===== src/rtl/sync_debounce.sv =====
// sync_debounce: multi-stage synchronizer followed by a counter-based debounce FSM.
// Turns an asynchronous, bouncy level on d into a clean synchronous level on q.
// The optional rise/fall edge-pulse outputs are compiled in only when the
// macro SYNC_DEBOUNCE_EDGE_PULSE_EN is defined.
module sync_debounce #(
    parameter int   SYNC_STAGES   = 2,
    parameter int   STABLE_CYCLES = 50000,
    parameter int   CNT_W         = 16,
    parameter logic INIT          = 1'b0
) (
    input  logic c,
    input  logic r_n,
    input  logic d,
    output logic q,
    output logic busy
`ifdef SYNC_DEBOUNCE_EDGE_PULSE_EN
    ,
    output logic rise,
    output logic fall
`endif
);

    // State encoding: bit 1 is the level on q, bit 0 is busy.
    localparam logic [1:0] ST_STABLE_LO = 2'b00;
    localparam logic [1:0] ST_WAIT_HI   = 2'b01;
    localparam logic [1:0] ST_STABLE_HI = 2'b10;
    localparam logic [1:0] ST_WAIT_LO   = 2'b11;
    localparam logic [1:0] ST_RESET     = {INIT, 1'b0};

    localparam logic [CNT_W-1:0] CNT_ZERO = {CNT_W{1'b0}};
    localparam logic [CNT_W-1:0] CNT_ONE  = {{(CNT_W-1){1'b0}}, 1'b1};
    localparam logic [CNT_W-1:0] CNT_LAST = CNT_W'(STABLE_CYCLES - 1);
    // With a one-cycle requirement the first differing sample commits directly.
    localparam logic             SINGLE   = (STABLE_CYCLES == 1) ? 1'b1 : 1'b0;

    logic [SYNC_STAGES-1:0] sync_r;
    logic                   s_s;
    logic [1:0]             state_r;
    logic [1:0]             state_nxt_s;
    logic [CNT_W-1:0]       cnt_r;
    logic [CNT_W-1:0]       cnt_nxt_s;
    logic                   q_r;
    logic                   busy_r;
    logic                   q_nxt_s;
    logic                   busy_nxt_s;

    // Synchronizer chain: plain shift of d through SYNC_STAGES flops, no logic between stages.
    always_ff @(posedge c or negedge r_n) begin
        if (!r_n) begin
            sync_r <= {SYNC_STAGES{INIT}};
        end else begin
            sync_r <= {sync_r[SYNC_STAGES-2:0], d};
        end
    end

    assign s_s = sync_r[SYNC_STAGES-1];

    // Debounce FSM next-state and counter logic; the counter is cleared on every WAIT exit.
    always_comb begin
        state_nxt_s = state_r;
        cnt_nxt_s   = cnt_r;
        case (state_r)
            ST_STABLE_LO: begin
                if (s_s) begin
                    if (SINGLE) begin
                        state_nxt_s = ST_STABLE_HI;
                        cnt_nxt_s   = CNT_ZERO;
                    end else begin
                        state_nxt_s = ST_WAIT_HI;
                        cnt_nxt_s   = CNT_ONE;
                    end
                end else begin
                    cnt_nxt_s = CNT_ZERO;
                end
            end
            ST_WAIT_HI: begin
                if (!s_s) begin
                    state_nxt_s = ST_STABLE_LO;
                    cnt_nxt_s   = CNT_ZERO;
                end else if (cnt_r == CNT_LAST) begin
                    state_nxt_s = ST_STABLE_HI;
                    cnt_nxt_s   = CNT_ZERO;
                end else begin
                    cnt_nxt_s = cnt_r + CNT_ONE;
                end
            end
            ST_STABLE_HI: begin
                if (!s_s) begin
                    if (SINGLE) begin
                        state_nxt_s = ST_STABLE_LO;
                        cnt_nxt_s   = CNT_ZERO;
                    end else begin
                        state_nxt_s = ST_WAIT_LO;
                        cnt_nxt_s   = CNT_ONE;
                    end
                end else begin
                    cnt_nxt_s = CNT_ZERO;
                end
            end
            ST_WAIT_LO: begin
                if (s_s) begin
                    state_nxt_s = ST_STABLE_HI;
                    cnt_nxt_s   = CNT_ZERO;
                end else if (cnt_r == CNT_LAST) begin
                    state_nxt_s = ST_STABLE_LO;
                    cnt_nxt_s   = CNT_ZERO;
                end else begin
                    cnt_nxt_s = cnt_r + CNT_ONE;
                end
            end
            default: begin
                state_nxt_s = ST_RESET;
                cnt_nxt_s   = CNT_ZERO;
            end
        endcase
    end

    assign q_nxt_s    = state_nxt_s[1];
    assign busy_nxt_s = state_nxt_s[0];

    // FSM state, stability counter and registered q/busy outputs.
    always_ff @(posedge c or negedge r_n) begin
        if (!r_n) begin
            state_r <= ST_RESET;
            cnt_r   <= CNT_ZERO;
            q_r     <= INIT;
            busy_r  <= 1'b0;
        end else begin
            state_r <= state_nxt_s;
            cnt_r   <= cnt_nxt_s;
            q_r     <= q_nxt_s;
            busy_r  <= busy_nxt_s;
        end
    end

    assign q    = q_r;
    assign busy = busy_r;

`ifdef SYNC_DEBOUNCE_EDGE_PULSE_EN
    logic rise_r;
    logic fall_r;

    // One-cycle pulses coincident with the new q value; reset itself never pulses.
    always_ff @(posedge c or negedge r_n) begin
        if (!r_n) begin
            rise_r <= 1'b0;
            fall_r <= 1'b0;
        end else begin
            rise_r <= ~q_r & q_nxt_s;
            fall_r <= q_r & ~q_nxt_s;
        end
    end

    assign rise = rise_r;
    assign fall = fall_r;
`endif

endmodule


===== config.mk =====
export PLATFORM = sky130hd
export DESIGN_NAME = sync_debounce
export DESIGN_NICKNAME = d
export VERILOG_FILES = /design/src/rtl/sync_debounce.sv
export SDC_FILE = /design/constraint.sdc
export NUM_CORES = 1
export LEC_CHECK = 0
export ABC_AREA = 1
export CORE_ASPECT_RATIO = 0.9
export CORE_MARGIN = 2
export CORE_UTILIZATION = 54
export DETAILED_ROUTE_END_ITERATION = 10
export DONT_BUFFER_PORTS = 1
export PLACE_DENSITY = 0.75
export SYNTH_ARGS = -nofsm -noshare
export SYNTH_HDL_FRONTEND = slang
export SYNTH_SLANG_ARGS = --single-unit

===== constraint.sdc =====
create_clock -name c -period 1.35 [get_ports c]
set_input_delay 0.135 -clock c [delete_from_list [all_inputs] [get_ports c]]
set_output_delay 0.135 -clock c [all_outputs]
set_load 0.01 [all_outputs]

==> flow_summary.toml <==
[timing]
rsz0062_at_grt = "true"
slew_violations = 0
slew_headroom = 0.3992
fin_crit_ps = 1379
setup_violations = 1
fmax_mhz = 725.2
finalCritPeriodShare = 1.021
setup_ws_ps = -28.95
skew_ps = 5.829
tightest_slew_ps = 898.2
hold_viol_final = 0

[die]
die_w_um = 50.53
dieArea_um2 = 2318
core_region_area_um2 = 1877
initial_core_util = 0.5607
fp.dieH_um = 45.88
pin_count = 5
rows = 15

[setup_path]
cp_data_arrival_time_ps = 1590
worstPathRequired_ps = 1560
critPathMaxFanout = 3
cp-end-kind = "flop"
critPathKind = "flop to flop"
start_kind = "flop"

[pwr]
power.density_nw_per_um2 = 781.8
peakVddDrop_mv = 0.8437
power.leakage_uw = 0.0005702
total_power_uw = 1039

[cells_and_area]
diodes = 0
nets = 159
syn_to_final_growth_pct = 26.28
mostFrequentLayoutCells = "29 x nand2_1, 28 x nor2_1, 18 x dfrtp_1"
layout_commonest_cell = "nand2_1"
drive_gt1_frac = 0.2857
fillCellCount = 136

[global_routing]
antenna_found_initial = 0
grt_pass1_vias = 860
grt_pass1_wl_mm = 3.588
grt_max_degree = 21
grt_usage = 0.2141
grt_overflow_total = 0

[drt]
via_per_inst = 5.268
first_pass_iters = 4
routed_wl_mm = 2.447
drt-initial-drc-count = 25
vias = 943
route.detailed.drc = 0
wl_per_cell_um = 13.67
ant_nets = 0

[run_status]
run_status = "complete, but fails checks"
violations = "setup timing"

[place]
port_buffers = 0
place_hpwl_mm = 1.400
place_ws_ps = -47.56
routabilityCongestion = 0.8301

[logic_synthesis]
synth.top_cell.area_share = 0.4756
ys_top_cells_by_area = "dfrtp_1 48%, nand2_1 11%, nor2_1 11%, xor2_1 4.2%, inv_1 3.9%"
synth.cell_area_um2 = 1052
synth_nets = 136
synth_largest_area_cell = "dfrtp_1"
synth.distinct_cells = 21
postSynthCellCount = 132
ys_seq_elements = 20
yosysWarnings = 0
ys_seq_area_frac = 0.4756
synth_area_per_cell_um2 = 7.972

[clock_network]
cts.htree.levels = 1
clk_latency_ps = 320
root_buffer = "clkbuf_4"
clock-sinks = 20
clk_pin_slew_ps = 110
cts_tree = "yes"
cts.path.max_buffers = 2
numCtsBuffers = 3

[flow_run]
cap_violations = 0

[worst_hold_path]
hp-class = "primary input to async pin"
[Yosys cell counts]
cell type / number
ha_1: 1
a21oi_1: 3
nor2_1: 31
nand3_2: 1
nand4_1: 2
a31oi_1: 2
inv_1: 11
a21oi_4: 1
o21ai_0: 1
buf_2: 1
nor2_2: 6
nand2_2: 1
nor2_4: 2
nand3_1: 7
xor2_1: 5
xnor2_1: 3
dfrtp_1: 20
inv_2: 1
inv_4: 1
nand2_1: 31
o21bai_1: 1
[report_power, final]
group | total (uW) | internal, uW | switching, uW
logic | 62.3 | 25.5 | 36.9
clock network | 361 | 165 | 195
registers | 616 | 607 | 8.40
[kinds of logic after synthesis]
family,share of synthesized area
DFF,0.4756
adders and majority gates,0.01189
and+or+nand+nor,0.3389
xor gates and xnor gates,0.06659
AOI/OAI and AO/OA,0.05350
buffers and inverters,0.05350
[routing by layer]
metal	global-route usage	vias to the layer above	share of wire	wire length, um
li1	-	452	-	-
met2	0.3395	30	0.50	1224
met5	0	-	0	0
met1	0.2640	452	0.41	1013
met4	0.1135	0	0.032	78
met3	0.06908	9	0.053	130
[sequential cells by signal, summed over array words and instances (netlist names)]
register	flops
cnt_r	16
q	1
state_r	1
sync_r	2
[metrics by stage]
| step | hold WS [ps] | area [um2] | cells | util | setup TNS, ps |
|---|---|---|---|---|---|
| floorplan | -160.6 | 1052 | 132 | - | 0 |
| global placement | -160.0 | 1101 | 159 | 0.5867 | -0.7014 |
| detailed placement | -160.0 | 1101 | 159 | 0.5867 | -428.0 |
| CTS | 372.9 | 1182 | 166 | 0.6300 | 0 |
| global route | 362.4 | 1329 | 179 | 0.7080 | -719.2 |
| finish | 368.3 | 1329 | 179 | 0.7080 | -28.95 |
[critical path, stage by stage, from the launching register on]
cell and delay (ps):
dfrtp_1 470, nand2_2 160, nor2_2 190, nand2_2 100
buf_4 150, xor2_1 140, nor2_1 70
[path summary, 6_finish.rpt]
kind,start,end,slack [ps],cells after the start
worst max-delay path,cnt_r[4]$_DFF_PN0_,cnt_r[7]$_DFF_PN0_,-30,6
worst min-delay path,r_n,cnt_r[9]$_DFF_PN0_,370,1
worst max register to register,cnt_r[4]$_DFF_PN0_,cnt_r[7]$_DFF_PN0_,-30,6
worst min register to register,sync_r[0]$_DFF_PN0_,sync_r[1]$_DFF_PN0_,370,0
max in group asynchronous,r_n,cnt_r[5]$_DFF_PN0_,370,1
min in group c,d,sync_r[0]$_DFF_PN0_,370,1
[layout make-up]
type	instances	area, um2	share of cell area
clock buffer	4	36.28	0.02731
inverter	13	53.80	0.04049
multi-input combinational	98	540.5	0.4068
sequential	20	503.0	0.3785
tap	25	31.28	0.02354
timing repair buffer	19	163.9	0.1234
[repair_timing]
action	CTS	global route
hold endpoints to repair	21	0
hold buffers	2	0
resized for setup	2	14
pin swaps	1	7
setup endpoints to repair	15	18
buffers inserted	1	13
No activity file was read; power rests on OpenSTA's default activity.
